===== src/rtl/ascon_seq_pkg.sv =====
// Shared definitions for the Ascon command sequencer: operation codes,
// FSM state encoding and the default block-counter width.
package ascon_seq_pkg;

   localparam int LEN_W_DEF = 32;

   typedef enum logic [1:0] {
      OP_ENC     = 2'd0,
      OP_DEC     = 2'd1,
      OP_HASH    = 2'd2,
      OP_ILLEGAL = 2'd3
   } seq_op_e;

   typedef enum logic [2:0] {
      ST_IDLE     = 3'd0,
      ST_INIT     = 3'd1,
      ST_AD_WAIT  = 3'd2,
      ST_AD_RUN   = 3'd3,
      ST_TXT_WAIT = 3'd4,
      ST_TXT_RUN  = 3'd5,
      ST_FINAL    = 3'd6,
      ST_DONE     = 3'd7
   } seq_state_e;

endpackage


===== src/rtl/ascon_seq_out_buf.sv =====
// Single-entry 128-bit output holding register with a valid/ready drain side.
// A flush discards a pending beat; data is held stable while valid is high.
module ascon_seq_out_buf (
   input  logic         clk,
   input  logic         rst_n,
   input  logic         load,
   input  logic         flush,
   input  logic [127:0] load_data,
   input  logic         out_ready,
   output logic         out_valid,
   output logic [127:0] out_data
);

   always_ff @(posedge clk or negedge rst_n) begin
      if (!rst_n) begin
         out_valid <= 1'b0;
         out_data  <= '0;
      end else if (flush) begin
         out_valid <= 1'b0;
      end else if (load) begin
         out_valid <= 1'b1;
         out_data  <= load_data;
      end else if (out_valid && out_ready) begin
         out_valid <= 1'b0;
      end
   end

endmodule


===== src/rtl/ascon_core_seq.sv =====
// Command-level sequencer driving the single-permutation Ascon core phases.
// Optional macro ASCON_SEQ_TAG_CHECK_EN adds exp_tag input and tag_fail output.
module ascon_core_seq
   import ascon_seq_pkg::*;
#(
   parameter int LEN_W = LEN_W_DEF
) (
   input  logic             clk,
   input  logic             rst_n,
   input  logic             cmd_valid,
   output logic             cmd_ready,
   input  logic [1:0]       cmd_op,
   input  logic [1:0]       cmd_sel_type,
   input  logic [LEN_W-1:0] cmd_ad_blocks,
   input  logic [LEN_W-1:0] cmd_txt_blocks,
`ifdef ASCON_SEQ_TAG_CHECK_EN
   input  logic [127:0]     exp_tag,
   output logic             tag_fail,
`endif
   input  logic             in_valid,
   output logic             in_ready,
   input  logic [127:0]     in_data,
   output logic             out_valid,
   input  logic             out_ready,
   output logic [127:0]     out_data,
   output logic             done,
   output logic [127:0]     tag_out,
   output logic             err_out,
   output logic             core_en_init,
   output logic             core_en_ad,
   output logic             core_en_txt,
   output logic             core_en_hash,
   output logic             core_en_final,
   output logic [1:0]       core_sel_type,
   output logic             core_mode_dec,
   output logic [LEN_W-1:0] core_data_length,
   output logic [LEN_W-1:0] core_data_position,
   output logic [127:0]     core_data_in,
   input  logic [127:0]     core_data_out,
   input  logic [127:0]     core_tag,
   input  logic             core_err
);

   localparam logic [LEN_W-1:0] LEN_ONE = LEN_W'(1);

   seq_state_e       state, state_nxt;
   seq_op_e          op_q;
   logic [LEN_W-1:0] ad_n_q, txt_n_q, idx_q;
   logic             run_cnt_q, illegal_q;
   logic             any_en, err_hit, accept, in_hs, run_last, last_blk, ob_load;
   logic [127:0]     ob_load_data;

   assign any_en   = core_en_init | core_en_ad | core_en_txt | core_en_hash | core_en_final;
   assign err_hit  = any_en & core_err;
   assign accept   = cmd_valid & cmd_ready;
   assign in_ready = ((state == ST_AD_WAIT) || (state == ST_TXT_WAIT)) && !(out_valid && !out_ready);
   assign in_hs    = in_valid & in_ready;
   assign run_last = run_cnt_q && ((state == ST_AD_RUN) || (state == ST_TXT_RUN));
   assign last_blk = (state == ST_AD_RUN) ? (idx_q == ad_n_q) : (idx_q == txt_n_q);
   assign done     = ((state == ST_DONE) && !out_valid) || illegal_q;

   // Hash output keeps only the 64-bit squeeze in the upper half.
   assign ob_load      = (state == ST_TXT_RUN) && run_cnt_q && !err_hit;
   assign ob_load_data = (op_q == OP_HASH) ? {core_data_out[127:64], 64'b0} : core_data_out;

   ascon_seq_out_buf u_out_buf (
      .clk       (clk),
      .rst_n     (rst_n),
      .load      (ob_load),
      .flush     (err_hit),
      .load_data (ob_load_data),
      .out_ready (out_ready),
      .out_valid (out_valid),
      .out_data  (out_data)
   );

   always_ff @(posedge clk or negedge rst_n) begin
      if (!rst_n) state <= ST_IDLE;
      else        state <= state_nxt;
   end

   always_comb begin
      state_nxt = state;
      case (state)
         ST_IDLE: begin
            if (accept && (cmd_op != OP_ILLEGAL)) state_nxt = ST_INIT;
         end
         ST_INIT: begin
            if ((ad_n_q != '0) && (op_q != OP_HASH)) state_nxt = ST_AD_WAIT;
            else if (txt_n_q != '0)                  state_nxt = ST_TXT_WAIT;
            else if (op_q == OP_HASH)                state_nxt = ST_DONE;
            else                                     state_nxt = ST_FINAL;
         end
         ST_AD_WAIT: begin
            if (in_hs) state_nxt = ST_AD_RUN;
         end
         ST_AD_RUN: begin
            if (run_cnt_q) begin
               if (!last_blk)              state_nxt = ST_AD_WAIT;
               else if (txt_n_q != '0)     state_nxt = ST_TXT_WAIT;
               else                        state_nxt = ST_FINAL;
            end
         end
         ST_TXT_WAIT: begin
            if (in_hs) state_nxt = ST_TXT_RUN;
         end
         ST_TXT_RUN: begin
            if (run_cnt_q) begin
               if (!last_blk)              state_nxt = ST_TXT_WAIT;
               else if (op_q == OP_HASH)   state_nxt = ST_DONE;
               else                        state_nxt = ST_FINAL;
            end
         end
         ST_FINAL: state_nxt = ST_DONE;
         ST_DONE: begin
            if (!out_valid) state_nxt = ST_IDLE;
         end
         default: state_nxt = ST_IDLE;
      endcase
      if (err_hit) state_nxt = ST_DONE;
   end

   // Enables are decoded from the next state so they are registered and one-hot.
   always_ff @(posedge clk or negedge rst_n) begin
      if (!rst_n) begin
         cmd_ready     <= 1'b0;
         core_en_init  <= 1'b0;
         core_en_ad    <= 1'b0;
         core_en_txt   <= 1'b0;
         core_en_hash  <= 1'b0;
         core_en_final <= 1'b0;
         run_cnt_q     <= 1'b0;
         illegal_q     <= 1'b0;
      end else begin
         cmd_ready     <= (state_nxt == ST_IDLE);
         core_en_init  <= (state_nxt == ST_INIT);
         core_en_ad    <= (state_nxt == ST_AD_RUN);
         core_en_txt   <= (state_nxt == ST_TXT_RUN) && (op_q != OP_HASH);
         core_en_hash  <= (state_nxt == ST_TXT_RUN) && (op_q == OP_HASH);
         core_en_final <= (state_nxt == ST_FINAL);
         run_cnt_q     <= ((state == ST_AD_RUN) || (state == ST_TXT_RUN)) && !run_cnt_q && !err_hit;
         illegal_q     <= accept && (cmd_op == OP_ILLEGAL);
      end
   end

   always_ff @(posedge clk or negedge rst_n) begin
      if (!rst_n) begin
         op_q               <= OP_ENC;
         core_sel_type      <= '0;
         core_mode_dec      <= 1'b0;
         ad_n_q             <= '0;
         txt_n_q            <= '0;
         idx_q              <= '0;
         err_out            <= 1'b0;
         tag_out            <= '0;
         core_data_in       <= '0;
         core_data_length   <= '0;
         core_data_position <= '0;
      end else begin
         if (accept) begin
            op_q          <= seq_op_e'(cmd_op);
            core_sel_type <= cmd_sel_type;
            core_mode_dec <= (cmd_op == OP_DEC);
            ad_n_q        <= cmd_ad_blocks;
            txt_n_q       <= cmd_txt_blocks;
            idx_q         <= '0;
            err_out       <= (cmd_op == OP_ILLEGAL);
            tag_out       <= '0;
         end
         if (err_hit) err_out <= 1'b1;
         if (in_hs) begin
            core_data_in       <= in_data;
            idx_q              <= idx_q + LEN_ONE;
            core_data_position <= idx_q + LEN_ONE;
            core_data_length   <= (state == ST_AD_WAIT) ? ad_n_q : txt_n_q;
         end else if (run_last && last_blk) begin
            idx_q <= '0;
         end
         if ((state == ST_FINAL) && !core_err) tag_out <= core_tag;
      end
   end

`ifdef ASCON_SEQ_TAG_CHECK_EN
   logic [127:0] exp_tag_q;

   always_ff @(posedge clk or negedge rst_n) begin
      if (!rst_n) begin
         exp_tag_q <= '0;
         tag_fail  <= 1'b0;
      end else if (accept) begin
         exp_tag_q <= exp_tag;
         tag_fail  <= 1'b0;
      end else if ((state == ST_FINAL) && (op_q == OP_DEC) && (core_tag != exp_tag_q)) begin
         tag_fail  <= 1'b1;
      end
   end
`endif

endmodule


===== config.mk =====
export PLATFORM = sky130hd
export DESIGN_NAME = ascon_core_seq
export DESIGN_NICKNAME = d
export VERILOG_FILES = /design/src/rtl/ascon_seq_pkg.sv /design/src/rtl/ascon_seq_out_buf.sv /design/src/rtl/ascon_core_seq.sv
export SDC_FILE = /design/constraint.sdc
export NUM_CORES = 1
export LEC_CHECK = 0
export BUFFER_PORTS_ARGS = -buffer_cell sky130_fd_sc_hd__buf_4
export CAP_MARGIN = 30
export CELL_PAD_IN_SITES_DETAIL_PLACEMENT = 0
export CELL_PAD_IN_SITES_GLOBAL_PLACEMENT = 1
export CORE_AREA = 2 2 353 355
export CTS_CLUSTER_SIZE = 40
export DETAILED_ROUTE_END_ITERATION = 8
export DIE_AREA = 0 0 355 357
export GPL_TIMING_DRIVEN = 0
export PLACE_DENSITY_LB_ADDON = 0.1
export RECOVER_POWER = 50
export SYNTH_ARGS = -nofsm -noshare
export SYNTH_HDL_FRONTEND = slang
export SYNTH_SLANG_ARGS = --single-unit

===== constraint.sdc =====
create_clock -name clk -period 2.5 [get_ports clk]
set_input_delay 0.375 -clock clk [delete_from_list [all_inputs] [get_ports clk]]
set_output_delay 0.375 -clock clk [all_outputs]
set_load 0.01 [all_outputs]

==> metrics.md <==
| Metric | Value |
|---|---|
| Final wirelength | between 100 and 150 mm |
| Reg2reg setup slack | -0.24 ns |
| Top Ports | ~920 |
| Core Util, Final | a little under a third |
| CTS root buffer | clkbuf_16 |
| Final min period | 2.74 ns |
| Setup ws final | -0.240 ns |
| Failing checks | negative setup slack |
| Static leakage | around 18 nW |
| Port Buffers | between 900 and 1000 |
| CP arrival | between 3 and 4 ns |
| Cells after Synth | 2416 |
| Syn Area/Cell | just under 10 um2 |
| Initial antenna violation count | 19 |
| CP max FO | 8 |
| Power, Total | between 40 and 50 mW |
| DP HPWL | between 90 and 100 mm |
| Synth warn | 0 |
| GRT Resource Usage Total | between 10% and 20% |
| Vias in the first global route | between 20000 and 25000 |
| FF+latch area | roughly 14000 um2 |
| Multi-input logic area | ~9000 um2 |
| Final Max Tran Viols | 0 |
| Routed vias/inst | ~4 |
| Tightest Pin Transition | between 1 and 1.5 ns |
| Relative slew slack | 24.7% |
| CTS H-Tree Depth | 3 |
| Crit path kind | reg -> reg |
| GPL Wtd Cong | approximately 0.83 |
| Layout cell share with drive strength beyond 1 | 23.9% |
| Min-Delay Startpoint | out_ready |
| Hold path cells | 3 |
| Clk slew on worst S/H paths | approximately 0.060 ns |
| Largest net degree at the start of global routing | 103 |
| Mean routed wirelength per cell | about 23 um |
| Die Width | ~360 um |
| Chip Height | around 360 um |
| Pwr/cell area | around 1100 nW/um2 |
| P&R area growth vs syn | 65.4% |
| CTS buffer count | 75 |
| Yosys top cell area share | slightly below 60% |
| Status | finished with violations |
| Post-synth top flop | dfrtp_1 |
| Maximum Capacitance Violations | 0 |
| 1st-pass router iterations | 5 |
| Critical Path Start Type | register |
| Initial DRC Count | 1194 |
| Die area | ~130000 um2 |
| FMAX | 365 MHz |
| VDD IR max | around 0.57 mV |
| EDFF count, synth | 0 |
| Global-route wire length before repair | between 150 and 200 mm |
| Async S/R FF share, synth | 100% |
| Starting Density | 19.3% |
| RSZ-0062 raised after global routing | yes |
| HP Class | in -> reg |
| Synth area leaders | dfrtp_1, nand2_1, mux2_2 |
| GRT overflow | 0 |
| RR Startpoint | state[2]$_DFF_PN0_ |
| Critical Path RT | around 3.0 ns |
| Longest Clk Path Bufs | 3 |
| Hold Fails Final Rpt | 0 |
| Clk_skew | around 0.026 ns |
| CTS tree | built |
| Post-synthesis sequential area ratio | 59.4% |
| Flops & latches, synth | 562 |
| Final setup fails | 39 |
| Setup crit end kind | register |
| Worst Reg-to-Reg Cells | 12 |
| Total vias in the final route | approximately 23000 |
| WHS Endpoint | u_out_buf.out_valid$_DFFE_PN0P_ |
| Antenna viol nets, final | 0 |
| Worst reg2reg endpoint | core_en_init$_DFF_PN0_ |
| Core area | around 120000 um2 |
| Fin crit share | 110% |
| Final hold slack | roughly 0.077 ns |
| Yosys cell types | 70 |
| FILL cells | around 13000 |
| Fin nets | 4365 |
| CTS Sinks | around 560 |
| Commonest non-fill, non-tap cells in the layout | nand2_1, dfrtp_1, clkbuf_1 |
| Leading area contributor after synthesis | dfrtp_1 |
| Most common cell after layout, fill and taps aside | nand2_1 |
| Syn nets | between 2000 and 3000 |
| Pre-CTS WS | -1.49 ns |
| FP Rows | 129 |
| DRC violations left | 0 |
| Clock latency on the worst-skew pair | 0.66 ns |
| Post-Synthesis Cell Area | 23700 um2 |
## sequential cells by signal, indices dropped and copies added, names as in the netlist, 2 cells and up
signal / cells
txt_n_q: 32
state: 3
op_q: 2
core_sel_type: 2
core_data_position: 32
ad_n_q: 32
u_out_buf.out_data: 128
tag_out: 128
core_data_in: 128
core_data_length: 32
idx_q: 32
## cell usage after synthesis (all sizes together), types with 4 or more instances
master and number:
a2111oi 7, a21oi 31, a31oi 11, a32o 4
and3 14, buf 27, clkbuf 137, dfrtp 562
inv 28, mux2 134, mux2i 33, nand2 881
nand2b 4, nand3 21, nand4 8, nor2 44
nor2b 16, nor3 12, nor3b 5, nor4 26
o21ai 296, o221ai 5, o22ai 7, or2 7
or3 5, or4 4, xnor2 37, xor2 14
## layout make-up
cell class / count / area share, %
Inverter: 28 / 0.275
Buffer: 152 / 2.11
Sequential cell: 562 / 35.9
Antenna cell: 9 / 0.0575
Multi-Input combinational cell: 1662 / 23.5
Clock buffer: 107 / 5.58
Clock inverter: 27 / 0.903
Timing Repair Buffer: 1425 / 26.5
Tap cell: 1637 / 5.23
## where the power goes
| group | internal, mW | switching, mW | total (mW) |
|---|---|---|---|
| clock | 6.73 | 4.59 | 11.3 |
| combinational | 6.24 | 10.5 | 16.7 |
| sequential | 13.0 | 2.88 | 15.8 |
| total | 25.9 | 18.0 | 43.9 |
## worst max-delay path: stages (launching register included)
cell and delay, ns:
dfrtp_1 0.38, and3b_4 0.38, buf_12 0.14, buf_12 0.12
mux2i_1 0.21, xor2_1 0.30, nand2_2 0.17, buf_4 0.17
nor3_2 0.14, and2_4 0.20, a211oi_2 0.09, buf_4 0.17
and3b_1 0.15
## repair_timing
item                                    4_1_cts  5_1_grt
buffers inserted                             21       18
pin swaps                                    21       14
endpoints found under the setup margin      491      316
hold buffers                                453        0
cloned                                        1        2
endpoints found under the hold margin       503        0
resized for setup                           121       92
## kinds of logic after synthesis
family                     count (synthesis)  share of synthesized area (%)
muxes                                    167                           7.76
adders and majority gates                  1                         0.0528
DFF                                      562                           59.4
AOI/OAI and AO/OA                        385                           9.06
buffers and inverters                    192                           3.32
and+or+nand+nor                         1058                           18.6
xor gates and xnor gates                  51                           1.89
## worst max path at each step
stage	from	to
2_1_floorplan	state[1]$_DFF_PN0_	core_en_hash$_DFF_PN0_
3_3_place_gp	rst_n	u_out_buf.out_data[26]$_DFFE_PN0P_
5_1_grt	state[2]$_DFF_PN0_	core_en_init$_DFF_PN0_
3_5_place_dp	state[2]$_DFF_PN0_	core_data_length[15]$_DFFE_PN0P_
4_1_cts	state[2]$_DFF_PN0_	core_en_init$_DFF_PN0_
6_report	state[2]$_DFF_PN0_	core_en_init$_DFF_PN0_
## per-stage QoR
step | cell area (um2) | instances | setup TNS [ns]
floorplan | 23700 | 2416 | 0
global placement | 32600 | 4971 | -4195.61
detailed placement | 32900 | 4983 | -493.93
CTS | 40500 | 5585 | -6.55
global route | 39200 | 5607 | -23.02
finish | 39200 | 5609 | -5.98
## per-layer routing
metal / up-vias / track usage (%) / share of wire (%)
met5: - / 0 / 0.027
met2: 658 / 34.5 / 51
li1: 10993 / - / -
met4: 6 / 5.92 / 2.6
met3: 141 / 4.60 / 6.0
met1: 11297 / 23.6 / 40
Power figures use the tool's default switching activity.
